===== src/rtl/fetch_queue.sv =====
// Instruction-fetch front end: sequential PC requests, in-order response buffering,
// and redirect handling that flushes the queue and drops stale in-flight responses.
module fetch_queue #(
   parameter int unsigned    XLEN     = 32,
   parameter int unsigned    ADDR_W   = 16,
   parameter int unsigned    DEPTH    = 4,
   parameter logic [XLEN-1:0] RESET_PC = '0
) (
   input  logic              clk,
   input  logic              rst_n,
   input  logic              redirect,
   input  logic [XLEN-1:0]   redirect_pc,
   output logic              imem_req_valid,
   input  logic              imem_req_ready,
   output logic [ADDR_W-1:0] imem_req_addr,
   input  logic              imem_resp_valid,
   input  logic [XLEN-1:0]   imem_resp_data,
   output logic              out_valid,
   input  logic              out_ready,
   output logic [XLEN-1:0]   out_instr,
   output logic [XLEN-1:0]   out_pc
);

   localparam int unsigned PW = $clog2(DEPTH);
   localparam int unsigned CW = PW + 1;

   logic [XLEN-1:0] r_pc;
   logic [XLEN-1:0] r_rsp_pc;
   logic [XLEN-1:0] r_instr [DEPTH];
   logic [XLEN-1:0] r_ipc   [DEPTH];
   logic [PW-1:0]   r_head;
   logic [PW-1:0]   r_tail;
   logic [CW-1:0]   r_cnt;
   logic [CW-1:0]   r_out;
   logic [CW-1:0]   r_drop;

   logic            w_credit_ok;
   logic            w_fire;
   logic            w_drop;
   logic            w_enq;
   logic            w_deq;
   logic [CW-1:0]   w_out_nxt;
   logic [XLEN-1:0] w_redir_pc;

   // Every accepted request owns a queue slot until its response is consumed or dropped
   assign w_credit_ok = (r_out < CW'(DEPTH)) &&
                        (((CW+1)'(r_cnt) + (CW+1)'(r_out) - (CW+1)'(r_drop)) < (CW+1)'(DEPTH));

   assign imem_req_valid = rst_n & ~redirect & w_credit_ok;
   assign imem_req_addr  = r_pc[ADDR_W-1:0];

   assign w_fire     = imem_req_valid & imem_req_ready;
   assign w_drop     = imem_resp_valid & (redirect | (r_drop != '0));
   assign w_enq      = imem_resp_valid & ~w_drop;
   assign w_deq      = out_valid & out_ready & ~redirect;
   assign w_out_nxt  = r_out + CW'(w_fire) - CW'(imem_resp_valid);
   assign w_redir_pc = redirect_pc & ~XLEN'(3);

   assign out_valid = (r_cnt != '0);
   assign out_instr = r_instr[r_head];
   assign out_pc    = r_ipc[r_head];

   // r_rsp_pc is the PC of the next response that will be kept
   always_ff @(posedge clk or negedge rst_n) begin
      if (!rst_n) begin
         r_pc     <= RESET_PC;
         r_rsp_pc <= RESET_PC;
         r_head   <= '0;
         r_tail   <= '0;
         r_cnt    <= '0;
         r_out    <= '0;
         r_drop   <= '0;
         for (int i = 0; i < int'(DEPTH); i++) begin
            r_instr[i] <= '0;
            r_ipc[i]   <= '0;
         end
      end else begin
         r_out <= w_out_nxt;
         if (redirect) begin
            r_pc     <= w_redir_pc;
            r_rsp_pc <= w_redir_pc;
            r_head   <= '0;
            r_tail   <= '0;
            r_cnt    <= '0;
            r_drop   <= w_out_nxt;
         end else begin
            if (w_fire) begin
               r_pc <= r_pc + XLEN'(4);
            end
            if (w_enq) begin
               r_instr[r_tail] <= imem_resp_data;
               r_ipc[r_tail]   <= r_rsp_pc;
               r_tail          <= r_tail + PW'(1);
               r_rsp_pc        <= r_rsp_pc + XLEN'(4);
            end
            if (w_deq) begin
               r_head <= r_head + PW'(1);
            end
            r_cnt <= r_cnt + CW'(w_enq) - CW'(w_deq);
            if (imem_resp_valid && (r_drop != '0)) begin
               r_drop <= r_drop - CW'(1);
            end
         end
      end
   end

endmodule


===== config.mk =====
export PLATFORM = sky130hd
export DESIGN_NAME = fetch_queue
export DESIGN_NICKNAME = d
export VERILOG_FILES = /design/src/rtl/fetch_queue.sv
export SDC_FILE = /design/constraint.sdc
export NUM_CORES = 1
export LEC_CHECK = 0
export BUFFER_PORTS_ARGS = -buffer_cell sky130_fd_sc_hd__buf_4
export CAP_MARGIN = 20
export CORE_ASPECT_RATIO = 0.5
export CORE_UTILIZATION = 35
export CTS_BUF_LIST = sky130_fd_sc_hd__clkbuf_4
export DETAILED_ROUTE_END_ITERATION = 8
export SLEW_MARGIN = 20
export SYNTH_ARGS = -nofsm -noshare
export SYNTH_HDL_FRONTEND = slang
export SYNTH_SLANG_ARGS = --single-unit

===== constraint.sdc =====
create_clock -name clk -period 4.82 [get_ports clk]
set_input_delay 0.482 -clock clk [delete_from_list [all_inputs] [get_ports clk]]
set_output_delay 0.482 -clock clk [all_outputs]
set_load 0.02 [all_outputs]

# After elaboration in Yosys (flattened, before gate mapping)
# Index checks and enable logic that the tools add are counted.
[word_totals] rom_bits=0 inputBits=70 latch_bits=0 memories=0 reg_bits=333 wordCells=74 mem_bits_rw=0
[classes] n_eq_ne=0 n_shift=0 add_sub_neg=11 order_cmp=5 bitwise_logic=12 n_mul=0 n_div=0 n_reduce_logical=10 muxes=21
[op_table] cell="$mux W32" n=9
[op_table] cell="$bwmux W128" n=2
[op_table] cell="$bmux W32 S2" n=2
[op_table] cell="$add A32 B3 Y32 const B" n=2
[op_table] cell="$demux W32 S2" n=1
[op_table] cell="$mux W3" n=3
[op_table] cell="$mux W2" n=4
[op_table] cell="$reduce_bool A2 Y1" n=4
[op_table] cell="$and A1 B1 Y1" n=7
[op_table] cell="$add A3 B1 Y3" n=2
[op_table] cell="$ge A3 B3 Y1 const B" n=2
[op_table] cell="$not A2 Y3" n=2
[op_table] cell="$reduce_bool A3 Y1" n=2
[op_table] cell="$sub A3 B1 Y3" n=2
[op_table] cell="$add A2 B1 Y2 const B" n=2
[op_table] cell="$add A3 B3 Y4" n=1
[op_table] cell="$lt A4 B3 Y1 const B" n=1
[op_table] cell="$sub A4 B3 Y4" n=1
[op_table] cell="$logic_and A1 B1 Y1" n=3
[op_table] cell="$lt A3 B1 Y1 const B" n=1
[op_table] cell="$lt A3 B3 Y1 const B" n=1
[op_table] cell="$sub A3 B1 Y3 const B" n=1
[op_table] cell="$not A1 Y1" n=2
[op_table] cell="$reduce_and A2 Y1" n=1
[op_table] cell="$or A1 B1 Y1" n=1

# Longest topological paths before layout
# Gate-level depths: netlist of run 1.
[logic_depth] word_depth=9 depth_mapped=16

# Worst setup path after synthesis of run 1
# Ideal clock, no wire load.
[synth_timing] kind="register to register" start="reg r_drop[2]" end="reg r_drop[2]" stages_incl_launch_ff=16 synth_period_minus_slack_ps=3380 arrival_time_ps=3243 path_slack_ps=1440 n_path_buf=1 cell_sequence="dfrtp_1 inv_1 fa_1 ha_1 o21ai_0 nand4_1 or2_2 buf_4 ha_1 inv_1 ha_1 fa_1 xnor2_1 xnor2_1 nand2_1 o21ai_0"
[synth_via] elab_chain_cells=8 word_cells_on_any_way=13 classes_between="4 x add/sub; 1 x order compare; 2 x mux; 2 x bitwise; 4 x reduce/logical"
[synth_rtl] element="start: declaration" line="35" text="logic [CW-1:0] r_drop;"
[synth_rtl] element="start signal: assignment" line="85" text="r_drop <= w_out_nxt;"
[synth_rtl] element="start signal: assignment" line="101" text="r_drop <= r_drop - CW'(1);"
[synth_rtl] element="$sub A4 B3 Y4" line="47" text="(((CW+1)'(r_cnt) + (CW+1)'(r_out) - (CW+1)'(r_drop)) < (CW+1)'(DEPTH));"
[synth_rtl] element="$lt A4 B3 Y1" line="47"
[synth_rtl] element="$logic_and A1 B1 Y1" line="46" text="assign w_credit_ok = (r_out < CW'(DEPTH)) &&"
[synth_rtl] element="$and A1 B1 Y1" line="49" text="assign imem_req_valid = rst_n & ~redirect & w_credit_ok;"
[synth_rtl] element="$and A1 B1 Y1" line="52" text="assign w_fire = imem_req_valid & imem_req_ready;"
[synth_rtl] element="$add A3 B1 Y3" line="56" text="assign w_out_nxt = r_out + CW'(w_fire) - CW'(imem_resp_valid);"
[synth_rtl] element="$sub A3 B1 Y3" line="56"
[synth_rtl] element="named net w_out_nxt[2]" line="42" text="logic [CW-1:0] w_out_nxt;"
[synth_rtl] element="$mux W3" line="79" text="if (redirect) begin"
# The timed path passes the listed nets, and every way through them passes these cells. The select of a mux whose other input is x is not followed.
# A chain may end at the register's enable or synchronous reset.

# Final worst setup path of run 1
[layout_timing] start="reg r_cnt[1]" end="out imem_req_valid"
[layout_via] elab_chain_cells=5
[layout_rtl] element="start: declaration" line="33" text="logic [CW-1:0] r_cnt;"
[layout_rtl] element="start signal: assignment" line="99" text="r_cnt <= r_cnt + CW'(w_enq) - CW'(w_deq);"
[layout_rtl] element="$add A3 B3 Y4" line="47"
[layout_rtl] element="$sub A4 B3 Y4" line="47"
[layout_rtl] element="$lt A4 B3 Y1" line="47"
[layout_rtl] element="$logic_and A1 B1 Y1" line="46"
[layout_rtl] element="$and A1 B1 Y1" line="49"
[layout_rtl] element="end: declaration" line="13" text="output logic imem_req_valid,"
# No other way between the ends.

==> out/results.md, run 1 <==
| Group | Item | Reported |
| --- | --- | --- |
| detailed routing | Drt wl/cell | 18.7 um |
| sta | Final min period | 4.04 ns |
| grt | Global router's overall resource usage | 16.9% |
| sta | Setup TNS | 0 ns |
| logic synthesis | Summed instance area of the synthesized netlist | 14,100 um^2 |
| clock tree | Clock buffer count from CTS | 77 |
| setup path | Type of destination of the critical path | output pin |
| die | Ports placed on the boundary | 152 |
| logic synthesis | Count of flip-flops with a built-in enable after synthesis | 0 |
| sta | Endpoints failing hold | 0 |
| setup path | Crit-path most repeated cell | sky130_fd_sc_hd__inv_1 |
| sta | Maximum clock frequency | 0.247 GHz |
| clock tree | Number of levels in the clock H-tree | 3 |
| detailed routing | DRC violations left | 0 |
| die | Area of the die | 41,100 um^2 |
| sta | Number of pins exceeding their max-slew limit in the final report | 0 |
| sta | Worst max-slew margin expressed relative to the limit | 35.8% |
| grt | Global-route wire length before repair | 53.9 mm |
| sta | Unrepaired setup endpoints after global routing | false |
| setup path | Highest net fanout along the worst path | 11 |
| die | Standard-cell row count | 51 |
| logic synthesis | Netlist cell types | 53 |
| grt | GR Overflow Total | 0 |
| clock tree | Sink count of the clock tree | 305 |
| die | Initial Util | 35.9% |
| die | Horiz. Die Dim | 286 um |
| grt | Vias in the first global route | 9,967 |
| setup path | Capturing element of the worst setup path | imem_req_valid |
| setup path | Kind of critical path | register to output pin |
| setup path | Reg-to-reg startpoint | r_out[2]$_DFF_PN0_ |
| flow run | Max-cap check violation count | 0 |
| layout | Net count reported at finish | 1,293 |
| die | Vertical extent of the die | 144 um |
| pwr | PD cells | 513 nW/um^2 |
| sta | Max Clock Skew | 0.0442 ns |
| place | Final weighted congestion in routability-driven placement | 0.795 |
| sta | Crit share post-route | 83.9% |
| sta | Final setup margin | 0.777 ns |
| place | IO Port Bufs | 145 |
| detailed routing | Post-DRT Antenna Nets | 0 |
| setup path | Crit path from | r_cnt[1]$_DFF_PN0_ |
| logic synthesis | Synth Register Bits | 305 |
| logic synthesis | Number of warnings issued by yosys | 0 |
| setup path | Worst r2r path cells | 13 |
| clock tree | Clk slew on worst S/H paths | 0.06 ns |
| pwr | Worst IR drop on VDD | 0.176 mV |
| setup path | Worst EP arrival | 3.56 ns |
| sta | Setup-violating endpoint count in the final report | 0 |
| setup path | Critical path's slowest cell | sky130_fd_sc_hd__or2_0 |
| detailed routing | Via density per instance | 4.97 |
| logic synthesis | Share of synthesized area occupied by flip-flops and latches | 54.2% |
| setup path | Series of cell instances along the critical path | inv_1 > fa_1 > inv_1 > ha_1 > and4b_1 > a211oi_2 > or2_0 > nor3_1 > buf_4 |
| layout | Area grow syn2layout | 22.6% |
| layout | Sequential cell area | 7640 um^2 |
| clock tree | Number of setup buffers added after CTS | 0 |
| setup path | Kind of start point of the critical path | register |
| layout | Layout fillers | 3,566 |
| setup path | R2r endpoint | r_drop[2]$_DFFE_PN0P_ |
| logic synthesis | Number of standard cells after synthesis | 971 |
| place | Minimum setup slack after placement | 1.13 ns |
| detailed routing | WL final | 33.4 mm |
| logic synthesis | Mean instance size in the synthesized netlist | 14.5 um^2 |
| detailed routing | Detailed router's first-iteration violation count | 428 |
| run status | Status | finished clean |
| logic synthesis | Dominant synthesized flop cell | sky130_fd_sc_hd__dfrtp_1 |
| layout | Area of the multi-input gates | 6070 um^2 |
| detailed routing | Via count | 8,871 |
| setup path | Delay of the slowest critical-path stage | 0.55 ns |
| grt | Number of antenna violations at the first check in global routing | 2 |
| clock tree | Skew-Pair Late Insertion Delay | 0.74 ns |
| setup path | Required @ worst endpoint | 4.34 ns |
| clock tree | Clk Tree Root Cell | sky130_fd_sc_hd__clkbuf_4 |
| grt | Maximum number of pins on one net before global-route repair | 95 |
| setup path | Setup slack of the most critical reg-to-reg path | 1.12 ns |
| sta | Minimum hold slack | 0.0743 ns |
| min path | Classification of the worst-slack hold path | primary input to register |
| sta | Worst slew pin tran | 0.964 ns |
| layout | Share of post-route cells with drive strength above 1 | 47.9% |
| place | Post-detail-place hpwl | 20.6 mm |
| logic synthesis | Fraction of synthesis flops using an asynchronous set or reset pin | 100% |
| clock tree | Max Buffers Root-to-Sink | 3 |
| clock tree | TritonCTS clock tree | done |
| detailed routing | First-pass iteration count of the detailed router | 4 |
| die | Core Footprint | 39,200 um^2 |
| pwr | Static Leakage | 8.09 nW |
placed cells by master, fill, tap and decap left out, types with 4 or more instances in the layout:
master,netlist,final
sky130_fd_sc_hd__dfrtp_1,305,303
sky130_fd_sc_hd__mux2_2,245,245
sky130_fd_sc_hd__buf_4,6,149
sky130_fd_sc_hd__clkbuf_4,0,114
sky130_fd_sc_hd__mux4_2,62,62
sky130_fd_sc_hd__dlygate4sd3_1,0,61
sky130_fd_sc_hd__nand2_1,52,52
sky130_fd_sc_hd__xor2_1,28,28
sky130_fd_sc_hd__o21ai_0,21,21
sky130_fd_sc_hd__nand3_1,21,21
sky130_fd_sc_hd__inv_1,20,20
sky130_fd_sc_hd__nor2_1,17,17
sky130_fd_sc_hd__o21ai_1,15,15
sky130_fd_sc_hd__ha_1,15,15
sky130_fd_sc_hd__nand4_1,14,14
sky130_fd_sc_hd__xnor2_1,13,13
sky130_fd_sc_hd__clkinv_1,0,10
sky130_fd_sc_hd__o311ai_0,8,8
sky130_fd_sc_hd__o311ai_1,6,6
sky130_fd_sc_hd__and3_1,5,5
sky130_fd_sc_hd__mux2i_1,5,5
sky130_fd_sc_hd__or3_1,4,4
sky130_fd_sc_hd__a21oi_1,4,4
sky130_fd_sc_hd__fa_1,4,4
sky130_fd_sc_hd__conb_1,1,4
sky130_fd_sc_hd__buf_12,0,4
state kept, by name, summed over array words and instances, names as in the netlist:
name and count:
r_drop 3, r_instr 128, r_out 3, r_rsp_pc 30, r_cnt 3, r_ipc 120, r_tail 2, r_pc 14
r_head 2
what timing repair did:
action,4_1_cts,5_1_grt
hold buffers,61,0
hold endpoints to repair,255,0
resized for setup,0,0
cells in the mapped netlist (2+ instances only):
library cell	count	area share [%]
sky130_fd_sc_hd__nor2b_1	2	0.089
sky130_fd_sc_hd__nand2_2	4	0.18
sky130_fd_sc_hd__nand2_1	52	1.4
sky130_fd_sc_hd__nor4_4	3	0.45
sky130_fd_sc_hd__clkbuf_1	14	0.37
sky130_fd_sc_hd__o21ai_0	21	0.75
sky130_fd_sc_hd__mux4_2	62	9.9
sky130_fd_sc_hd__ha_1	15	1.3
sky130_fd_sc_hd__clkbuf_2	3	0.11
sky130_fd_sc_hd__o311ai_0	8	0.50
sky130_fd_sc_hd__nor4_1	2	0.089
sky130_fd_sc_hd__mux2i_1	5	0.36
sky130_fd_sc_hd__xnor2_1	13	0.81
sky130_fd_sc_hd__fa_1	4	0.57
sky130_fd_sc_hd__o311ai_1	6	0.37
sky130_fd_sc_hd__or3_1	4	0.18
sky130_fd_sc_hd__buf_1	5	0.13
sky130_fd_sc_hd__buf_4	6	0.32
sky130_fd_sc_hd__o21ai_1	15	0.53
sky130_fd_sc_hd__buf_2	37	1.3
sky130_fd_sc_hd__nand4_1	14	0.62
sky130_fd_sc_hd__a21oi_1	4	0.14
sky130_fd_sc_hd__nor2_1	17	0.45
sky130_fd_sc_hd__nand2b_1	2	0.089
sky130_fd_sc_hd__xor2_1	28	1.7
sky130_fd_sc_hd__and4_1	3	0.19
sky130_fd_sc_hd__and3_1	5	0.22
sky130_fd_sc_hd__inv_1	20	0.53
sky130_fd_sc_hd__mux2_2	245	20
sky130_fd_sc_hd__nor3_1	3	0.11
sky130_fd_sc_hd__nand3_1	21	0.75
sky130_fd_sc_hd__dfrtp_1	305	54
sky130_fd_sc_hd__or2_2	2	0.089
sky130_fd_sc_hd__and2_1	2	0.089
logic make-up after synthesis:
| logic type | after synthesis | share of synthesized area [%] |
|---|---|---|
| flops | 305 | 54.2 |
| fa+ha+maj | 19 | 1.90 |
| compound gates | 59 | 2.61 |
| xor+xnor | 41 | 2.55 |
| other cells | 1 | 0.0267 |
| buf+inv | 85 | 2.78 |
| mux | 312 | 29.9 |
| simple gates | 149 | 5.99 |
critical path: cells and delay by family (launching register included):
| kind | cells | cell delay (ns) |
|---|---|---|
| AO/OA/AOI/OAI | 1 | 0.32 |
| adder cells (fa/ha/maj) | 2 | 0.84 |
| buffers and inverters | 3 | 0.35 |
| flip-flops | 1 | 0.38 |
| AND/OR/NAND/NOR | 3 | 0.93 |
power by group:
group / leakage, nW / switching, mW / internal [mW]
Sequential: 4.02 / 0.407 / 3.11
Clock: 0.567 / 1.04 / 1.13
Combinational: 3.50 / 1.51 / 1.64
final cells by class:
class                   count  area share, %
clock inverters            15          0.515
flip-flops and latches    305           44.3
repair buffers            216           10.7
diodes                      2         0.0290
inverters                  20          0.435
clock buffers             114           4.96
multi-input cells         584           35.2
well taps                 530           3.84
metal layers:
layer | vias up | track usage, % | share of wire, %
met2 | 156 | 29.0 | 51
met1 | 4589 | 20.6 | 42
li1 | 4046 | - | -
met4 | 0 | 6.95 | 3.0
met3 | 80 | 3.84 | 3.6
met5 | - | 0 | 0
metrics by stage:
step	power [mW]	utilization, %	instance area (um^2)	std cells
finish	8.84	44.0	17200	1786
global placement	6.61	39.9	15700	1593
detailed placement	6.73	39.9	15700	1593
CTS	9.00	43.8	17200	1783
floorplan	5.54	-	14100	974
global route	9.40	44.0	17200	1786
worst min path at each step:
stage / startpoint / endpoint / slack (ns) / depth (start not counted)
after global routing: redirect_pc[15] / r_rsp_pc[15]$_DFFE_PN0N_ / -0.003 / 3
after CTS: redirect_pc[15] / r_rsp_pc[15]$_DFFE_PN0N_ / 0.002 / 3
after global placement: r_ipc[36]$_DFFE_PN0P_ / r_ipc[36]$_DFFE_PN0P_ / 0.46 / 2
after floorplan: rst_n / r_cnt[0]$_DFF_PN0_ / 0.19 / 0
final: redirect_pc[15] / r_rsp_pc[15]$_DFFE_PN0N_ / 0.07 / 3
after detailed placement: r_ipc[4]$_DFFE_PN0P_ / r_ipc[4]$_DFFE_PN0P_ / 0.46 / 2
Note: power is estimated with default switching activity, not from simulation.
==> run 2, diff against run 1 <==
==> constraint.sdc (replaced) <==
create_clock -name clk -period 3.5 [get_ports clk]
set_input_delay 0.35 -clock clk [delete_from_list [all_inputs] [get_ports clk]]
set_output_delay 0.35 -clock clk [all_outputs]
set_load 0.02 [all_outputs]
==> out/results.md, run 2 (synthesis results as in run 1) <==
| Group | Item | Reported |
| --- | --- | --- |
| layout | Commonest cells after routing, fill and taps aside | sky130_fd_sc_hd__dfrtp_1 (303), sky130_fd_sc_hd__mux2_2 (245), sky130_fd_sc_hd__buf_4 (160), sky130_fd_sc_hd__clkbuf_4 (109), sky130_fd_sc_hd__dlygate4sd3_1 (87) |
| sta | Endpoints failing hold | 0 |
| sta | Number of pins exceeding their max-slew limit in the final report | 0 |
| layout | Most common library cell in the layout ignoring fill and taps | sky130_fd_sc_hd__dfrtp_1 |
| detailed routing | WL final | 34.1 mm |
| detailed routing | Detailed router's first-iteration violation count | 456 |
| grt | Vias in the first global route | 10,200 |
| layout | Final standard cell area without fillers | 17,700 um^2 |
| sta | Minimum hold slack | 0.307 ns |
| die | Ports placed on the boundary | 152 |
| clock tree | Clk slew on worst S/H paths | 0.07 ns |
| clock tree | TritonCTS clock tree | done |
| die | Core Footprint | 39,200 um^2 |
| pwr | Worst IR drop on VDD | 0.267 mV |
| layout | Layout Utilization | 45.0% |
| setup path | Required @ worst endpoint | 4.17 ns |
| grt | Global router's overall resource usage | 17.0% |
| setup path | Worst EP arrival | 4.00 ns |
| detailed routing | Drt wl/cell | 18.7 um |
| layout | Max FFs per register | 128 |
| sta | Max Clock Skew | 0.0368 ns |
| setup path | Series of cell instances along the critical path | inv_2 > fa_1 > inv_1 > ha_1 > and4b_1 > a211oi_4 > or2_4 > ha_1 > inv_1 > ha_2 > fa_2 > xnor2_2 > xnor2_1 > nand2_1 > o21ai_1 |
| clock tree | Clk Tree Root Cell | sky130_fd_sc_hd__clkbuf_4 |
| grt | Number of antenna violations at the first check in global routing | 2 |
| detailed routing | DRC violations left | 0 |
| sta | Worst max-slew margin expressed relative to the limit | 34.8% |
| sta | Final min period | 3.33 ns |
| sta | Final setup margin | 0.173 ns |
| setup path | Highest net fanout along the worst path | 5 |
| grt | Global-route wire length before repair | 54.2 mm |
| min path | Classification of the worst-slack hold path | primary input to register |
| detailed routing | Via count | 9,216 |
| layout | Layout fillers | 3,491 |
| die | Standard-cell row count | 51 |
| sta | Crit share post-route | 95.0% |
| layout | Share of post-route cells with drive strength above 1 | 47.8% |
| die | Vertical extent of the die | 144 um |
| detailed routing | Via density per instance | 5.05 |
| layout | Area grow syn2layout | 25.5% |
| place | Final weighted congestion in routability-driven placement | 0.781 |
| setup path | Type of destination of the critical path | register |
| place | Minimum setup slack after placement | 0.0700 ns |
| setup path | Delay of the slowest critical-path stage | 0.53 ns |
| detailed routing | Post-DRT Antenna Nets | 0 |
| layout | Largest registers in the final layout | r_instr: 128 flops, r_ipc: 120 flops, r_rsp_pc: 30 flops |
| layout | Biggest register | r_instr |
| layout | Net count reported at finish | 1,332 |
| sta | Worst slew pin tran | 0.977 ns |
| die | Initial Util | 35.9% |
| clock tree | Number of levels in the clock H-tree | 3 |
| place | Standard cell area after detailed placement | 15,700 um^2 |
| place | Post-detail-place hpwl | 21.6 mm |
| clock tree | Sink count of the clock tree | 305 |
| setup path | Family with the most delay on the worst path | adder cells |
| clock tree | Max Buffers Root-to-Sink | 3 |
| place | IO Port Bufs | 145 |
| setup path | Kind of critical path | register to register |
| die | Horiz. Die Dim | 286 um |
| setup path | Kind of start point of the critical path | register |
| sta | Setup-violating endpoint count in the final report | 0 |
| pwr | Overall power of the completed layout | 12.4 mW |
| clock tree | Skew-Pair Late Insertion Delay | 0.75 ns |
| detailed routing | First-pass iteration count of the detailed router | 7 |
| run status | Status | finished clean |
| grt | GR Overflow Total | 0 |
| clock tree | Clock buffer count from CTS | 77 |
| die | Area of the die | 41,100 um^2 |
| flow run | Max-cap check violation count | 0 |
| pwr | Static Leakage | 8.25 nW |
| grt | Maximum number of pins on one net before global-route repair | 87 |
| pwr | PD cells | 705 nW/um^2 |
| setup path | Setup slack of the most critical reg-to-reg path | 0.17 ns |
| setup path | Critical path's slowest cell | sky130_fd_sc_hd__fa_1 |
| sta | Maximum clock frequency | 0.301 GHz |
| setup path | Sum of buffers and inverters on the critical path | 3 |
-- run 2: per-layer routing --
layer  GRT usage (%)  part of all wire (%)
met1            20.3                    42
met4            6.73                   2.3
met5               0                     0
met2            29.6                    52
met3            4.17                   3.7
-- run 2: cell type report --
| type | instances | area, um^2 | share of cell area, % |
|---|---|---|---|
| Tap cell | 530 | 663 | 3.76 |
| Antenna cell | 4 | 10.0 | 0.0567 |
| Multi-Input combinational cell | 584 | 6110 | 34.6 |
| Clock inverter | 17 | 123 | 0.695 |
| Clock buffer | 109 | 818 | 4.64 |
| Timing Repair Buffer | 255 | 2220 | 12.6 |
| Sequential cell | 305 | 7640 | 43.3 |
| Inverter | 20 | 75.1 | 0.425 |
-- run 2: through the flow --
stage	std cells	setup TNS [ns]
6_report	1824	0
3_3_place_gp	1603	0
3_5_place_dp	1603	0
2_1_floorplan	974	0
4_1_cts	1817	0
5_1_grt	1824	-0.0533
-- run 2: where the power goes --
group          internal [mW]  switching (mW)
Clock                   1.57            1.43
Combinational           2.42            2.23
Sequential              4.28           0.510
-- run 2: timing repair --
item | CTS | global route
resized for setup | 3 | 10
endpoints found under the hold margin | 321 | 0
pin swaps | 1 | 5
setup endpoints to repair | 1 | 2
hold buffers | 87 | 0
setup buffers | 1 | 3
-- run 2: path summary, 6_finish.rpt --
kind	depth (start not counted)	start	to
max	15	r_cnt[1]$_DFF_PN0_	r_drop[2]$_DFFE_PN0P_
min	4	imem_req_ready	r_pc[15]$_DFFE_PN0N_
max reg2reg	15	r_cnt[1]$_DFF_PN0_	r_drop[2]$_DFFE_PN0P_
min reg2reg	2	r_ipc[44]$_DFFE_PN0P_	r_ipc[44]$_DFFE_PN0P_
max in group asynchronous	4	rst_n	r_instr[85]$_DFFE_PN0P_
min in group asynchronous	3	rst_n	r_rsp_pc[17]$_DFFE_PN0N_
-- run 2: worst min-delay path, stage by stage --
cell and delay [ns]:
sky130_fd_sc_hd__buf_4 0.12, sky130_fd_sc_hd__nand2b_1 0.29, sky130_fd_sc_hd__or4_1 0.18, sky130_fd_sc_hd__a31oi_1 0.07
